`src/rtl/fmul_seq_ctrl.sv`:
```
// Sequential 8x8 multiplier controller covering the MUL/MULS/MULSU/FMUL/FMULS/FMULSU family.
// Multiplies unsigned magnitudes by shift-add over 8 cycles, then applies the sign and the fractional shift.
module fmul_seq_ctrl (
    input  logic       i_clk,
    input  logic       i_rst,
    input  logic       i_start,
    input  logic [2:0] i_op,
    input  logic [7:0] i_rd,
    input  logic [7:0] i_rr,
    output logic       o_busy,
    output logic       o_done,
    output logic [7:0] o_r1,
    output logic [7:0] o_r0,
    output logic       o_c,
    output logic       o_z,
    output logic       o_err
);

    typedef enum logic [1:0] {IDLE, CALC, FIX, DONE} state_t;

    state_t      state_q, state_d;
    logic [2:0]  count_q, count_d;
    logic [15:0] acc_q, acc_d;
    logic [7:0]  rd_mag_q, rd_mag_d;
    logic [7:0]  rr_mag_q, rr_mag_d;
    logic        neg_q, neg_d;
    logic        fop_q, fop_d;
    logic        busy_q, busy_d;
    logic        done_q, done_d;
    logic        err_q, err_d;
    logic [15:0] r_q, r_d;
    logic        c_q, c_d;
    logic        z_q, z_d;

    logic        rd_signed, rr_signed, op_legal;
    logic [7:0]  rd_in_mag, rr_in_mag;
    logic [15:0] addend, prod, res;

    always_comb begin
        rd_signed = (i_op == 3'd1) || (i_op == 3'd2) || (i_op == 3'd4) || (i_op == 3'd5);
        rr_signed = (i_op == 3'd1) || (i_op == 3'd4);
        op_legal  = (i_op <= 3'd5);
        // Negating 0x80 wraps back to 0x80, which read unsigned is exactly magnitude 128.
        rd_in_mag = (rd_signed && i_rd[7]) ? (~i_rd + 8'd1) : i_rd;
        rr_in_mag = (rr_signed && i_rr[7]) ? (~i_rr + 8'd1) : i_rr;
        addend    = {8'd0, rd_mag_q} << count_q;
        prod      = neg_q ? (~acc_q + 16'd1) : acc_q;
        res       = fop_q ? {prod[14:0], 1'b0} : prod;
    end

    always_comb begin
        state_d  = state_q;
        count_d  = count_q;
        acc_d    = acc_q;
        rd_mag_d = rd_mag_q;
        rr_mag_d = rr_mag_q;
        neg_d    = neg_q;
        fop_d    = fop_q;
        busy_d   = busy_q;
        done_d   = 1'b0;
        err_d    = 1'b0;
        r_d      = r_q;
        c_d      = c_q;
        z_d      = z_q;
        case (state_q)
            IDLE: begin
                if (i_start) begin
                    if (op_legal) begin
                        rd_mag_d = rd_in_mag;
                        rr_mag_d = rr_in_mag;
                        neg_d    = (rd_signed && i_rd[7]) ^ (rr_signed && i_rr[7]);
                        fop_d    = (i_op >= 3'd3);
                        acc_d    = 16'd0;
                        count_d  = 3'd0;
                        busy_d   = 1'b1;
                        state_d  = CALC;
                    end else begin
                        err_d = 1'b1;
                    end
                end
            end
            CALC: begin
                if (rr_mag_q[count_q]) begin
                    acc_d = acc_q + addend;
                end
                if (count_q == 3'd7) begin
                    count_d = 3'd0;
                    state_d = FIX;
                end else begin
                    count_d = count_q + 3'd1;
                end
            end
            FIX: begin
                r_d     = res;
                c_d     = prod[15];
                z_d     = (res == 16'd0);
                done_d  = 1'b1;
                state_d = DONE;
            end
            DONE: begin
                busy_d  = 1'b0;
                state_d = IDLE;
            end
            default: state_d = IDLE;
        endcase
    end

    always_ff @(posedge i_clk or posedge i_rst) begin
        if (i_rst) begin
            state_q  <= IDLE;
            count_q  <= 3'd0;
            acc_q    <= 16'd0;
            rd_mag_q <= 8'd0;
            rr_mag_q <= 8'd0;
            neg_q    <= 1'b0;
            fop_q    <= 1'b0;
            busy_q   <= 1'b0;
            done_q   <= 1'b0;
            err_q    <= 1'b0;
            r_q      <= 16'd0;
            c_q      <= 1'b0;
            z_q      <= 1'b0;
        end else begin
            state_q  <= state_d;
            count_q  <= count_d;
            acc_q    <= acc_d;
            rd_mag_q <= rd_mag_d;
            rr_mag_q <= rr_mag_d;
            neg_q    <= neg_d;
            fop_q    <= fop_d;
            busy_q   <= busy_d;
            done_q   <= done_d;
            err_q    <= err_d;
            r_q      <= r_d;
            c_q      <= c_d;
            z_q      <= z_d;
        end
    end

    assign o_busy = busy_q;
    assign o_done = done_q;
    assign o_err  = err_q;
    assign o_r1   = r_q[15:8];
    assign o_r0   = r_q[7:0];
    assign o_c    = c_q;
    assign o_z    = z_q;

endmodule

```
`config.mk`:
```
export PLATFORM = sky130hd
export DESIGN_NAME = fmul_seq_ctrl
export DESIGN_NICKNAME = d
export VERILOG_FILES = /design/src/rtl/fmul_seq_ctrl.sv
export SDC_FILE = /design/constraint.sdc
export NUM_CORES = 1
export LEC_CHECK = 0
export BUFFER_PORTS_ARGS = -buffer_cell sky130_fd_sc_hd__buf_2
export CAP_MARGIN = 20
export CORE_AREA = 2 2 101 103
export CTS_BUF_LIST = sky130_fd_sc_hd__clkbuf_4 sky130_fd_sc_hd__clkbuf_8
export CTS_CLUSTER_SIZE = 12
export DETAILED_ROUTE_END_ITERATION = 16
export DIE_AREA = 0 0 103 105
export GPL_TIMING_DRIVEN = 0
export MAX_ROUTING_LAYER = met4
export PLACE_DENSITY = 0.66
export SYNTH_ARGS = -nofsm -noshare
export SYNTH_HDL_FRONTEND = slang
export SYNTH_SLANG_ARGS = --single-unit
```
`constraint.sdc`:
```
create_clock -name i_clk -period 3.1 [get_ports i_clk]
set_input_delay 0.62 -clock i_clk [delete_from_list [all_inputs] [get_ports i_clk]]
set_output_delay 0.62 -clock i_clk [all_outputs]
set_load 0.02 [all_outputs]
```
==> impl_metrics.yaml <==
timing:
  timing.fmax_mhz: 332.9
  relSlewSlack: 0.6106
  fin_crit_sh: 0.9689
  period_needed_ns: 3.004
  final_hold_viol_count: 0
  worstMarginPinSlew_ns: 0.5841
  fin_setup_tns_ns: 0
  holdWs_ns: 0.3145
  finClkSkew_ns: 0.009247
  slew_violations: 0
  setup_violations: 0
clock_tree:
  ctsHoldBuffers: 0
  cts_tree: "built"
  clock-sinks: 60
  clockBufferDepth: 2
  cts_max_level: 3
  cts_made_buffers: 9
  clk_pin_slew_ns: 0.07
  clk_latency_ns: 0.34
  cts_root_buf: "clkbuf_8"
global_route:
  grt_pass1_wl_um: 17950
  grt_max_degree: 39
  grt_pass1_vias: 3722
  antenna_found_initial: 0
  grtUsageTotal: 0.2162
  grt_overflow: 0
min_path:
  hp-class: "primary input to asynchronous set/reset pin"
worst_setup_path:
  slowest_delay_ns: 0.38
  crit_path_top_delay_cell: "dfrtp_2"
  cp_max_fo: 10
  cp.required_ns: 3.33
  critPathTopFamily: "compound AO/OA/AOI/OAI gates"
  crit_buf_inv: 1
  cp-end-kind: "flip-flop"
  critical_path_class: "flip-flop to flip-flop"
  start_kind: "flip-flop"
  crit_chain: "clkbuf_8, mux2_2, mux2i_2, o22ai_1, ha_1, a21o_1, a2111oi_2, nand3_1, a41oi_2, xnor2_1, a22o_1"
  crit_arrival_ns: 3.24
die:
  die-width_um: 103
  core_area_sq_um: 9639
  rows: 36
  initial_core_util: 0.4463
  io_pins: 43
  die_h_um: 105
  die_area_sq_um: 10820
synthesis:
  synth.net_count: 525
  synth.area.top_cells: "dfrtp_1 35%, ha_1 7.0%, nand2_1 5.3%"
  ys_warn_count: 0
  async_flop_share: 1.000
  syn_inst: 478
  synth.yosys.seq_area_share: 0.3490
  ys_types: 58
  synth_seq_cells: 60
  synth_area_sq_um: 4302
  synth_top_area_share: 0.3490
  avgSynthCellArea_sq_um: 8.999
  yosys.area.top_type: "dfrtp_1"
  synth-edff-count: 0
  synth_flop_cell: "dfrtp_1"
power:
  sw_frac_of_total: 0.4755
  power_frac_comb: 0.623
  p_per_area_nw_per_um2: 1110
  p_int_w: 0.002927
  irDropWorstVdd_mv: 0.3414
  clkPwrFrac: 0.132
  power_leakage_nw: 2.354
  switchingPower_w: 0.002654
  seq_power_share: 0.244
detailed_routing:
  ant_nets: 0
  wl_um: 10610
  wl_per_cell_um: 15.82
  vias: 3771
  first_iter_violations: 171
  via_per_inst: 5.620
  drc_errors: 0
  drt-pass1-iter-count: 4
place:
  port-buffer-count: 42
  gp_congestion: 0.9502
  dp_hpwl_um: 8145
status:
  status: "completed"
run:
  drv_cap: 0
layout:
  layout_commonest_cell: "nand2_1"
  nFillCells: 922
  area_delta_synth_final_pct: 16.87
  final_cell_mix: "61 x nand2_1, 58 x dfrtp_1, 43 x buf_2"
  final_layout_size_suffix_gt1_frac: 0.2063
  n_antenna_cell: 0
  nNetsFinal: 581
## power groups by stage
stage / registers [W] / clock network, W / logic, W
after floorplan: 0.00142 / 0 / 0.00244
after global placement: 0.00134 / 0 / 0.00321
after detailed placement: 0.00136 / 0 / 0.00330
after CTS: 0.00135 / 0.000759 / 0.00339
after global routing: 0.00141 / 0.000792 / 0.00387
final: 0.00136 / 0.000739 / 0.00348
## final cells by class
type,count,area (sq um),share of cell area
inverters,22,82.58,0.01643
clock buffers,11,151.4,0.03011
flip-flops and latches,60,1504,0.2992
repair buffers,47,260.3,0.05177
well taps,133,166.4,0.03310
plain buffers,22,105.1,0.02091
multi-input cells,372,2709,0.5388
clock inverters,4,48.80,0.009706
## final timing paths
path | start | endpoint | slack [ns] | depth (start not counted)
setup / recovery | count_q[0] | acc_q[13] | 0.1 | 11
hold / removal | i_rst | o_busy | 0.31 | 2
setup reg to reg | count_q[0] | acc_q[13] | 0.1 | 11
hold reg to reg | rr_mag_q[4] | rr_mag_q[4] | 0.48 | 2
max in group asynchronous | i_rst | count_q[1] | 2.18 | 3
min in group i_clk | rr_mag_q[4] | rr_mag_q[4] | 0.48 | 2
## synth_stat cells (7+ instances only)
master and count:
nand2_1 61, a21oi_1 16, mux2i_1 16, nor2_1 34, o31ai_1 14, a21o_1 9, nor2b_1 10, ha_1 24
clkbuf_1 19, mux2_2 17, nand3_1 7, xnor2_1 19, dfrtp_1 60, inv_1 22, o21ai_0 37, or3_1 8
xor2_1 15
## state kept, by name (all words and copies together) (netlist names), 2 cells and up
| name | flops |
|---|---|
| acc_q | 16 |
| count_q | 3 |
| r_q | 16 |
| rd_mag_q | 8 |
| rr_mag_q | 8 |
| state_q | 2 |
## per-stage QoR
step	setup slack (ns)	total power [W]	std cells	instance area, sq um	util
finish	0.09647	0.005581	671	5027	0.5215
global placement	-0.3424	0.004554	653	4687	0.4862
floorplan	0.03654	0.003853	478	4310	-
global route	-0.007493	0.006067	671	5027	0.5215
detailed placement	-0.4169	0.004661	654	4707	0.4883
CTS	0.01634	0.005501	672	4976	0.5162
## kinds of logic (layout without fill, tap and decap cells)
kind of cell	count (synthesis)	after routing	share of synthesized area
AO/OA/AOI/OAI	131	131	0.2118
buffers and inverters	46	106	0.04188
adder cells (fa/ha/maj)	25	25	0.07446
XOR/XNOR	34	34	0.06923
multiplexers	35	35	0.09220
AND/OR/NAND/NOR	147	147	0.1614
flip-flops	60	60	0.3490
## what timing repair did
item / in CTS / in global routing
endpoints found under the hold margin: 0 / 0
pin swaps: 3 / 4
gates resized for setup: 10 / 17
endpoints found under the setup margin: 7 / 7
setup buffers: 4 / 0
## layer usage
| layer | global-route usage | vias to the layer above | share of wire |
|---|---|---|---|
| met5 | - | - | 0 |
| met4 | 0.08741 | 0 | 0.023 |
| met3 | 0.03344 | 25 | 0.047 |
| met2 | 0.3321 | 95 | 0.48 |
| met1 | 0.2837 | 1808 | 0.45 |
| li1 | - | 1843 | - |
Note: power is estimated with default switching activity, not from simulation.
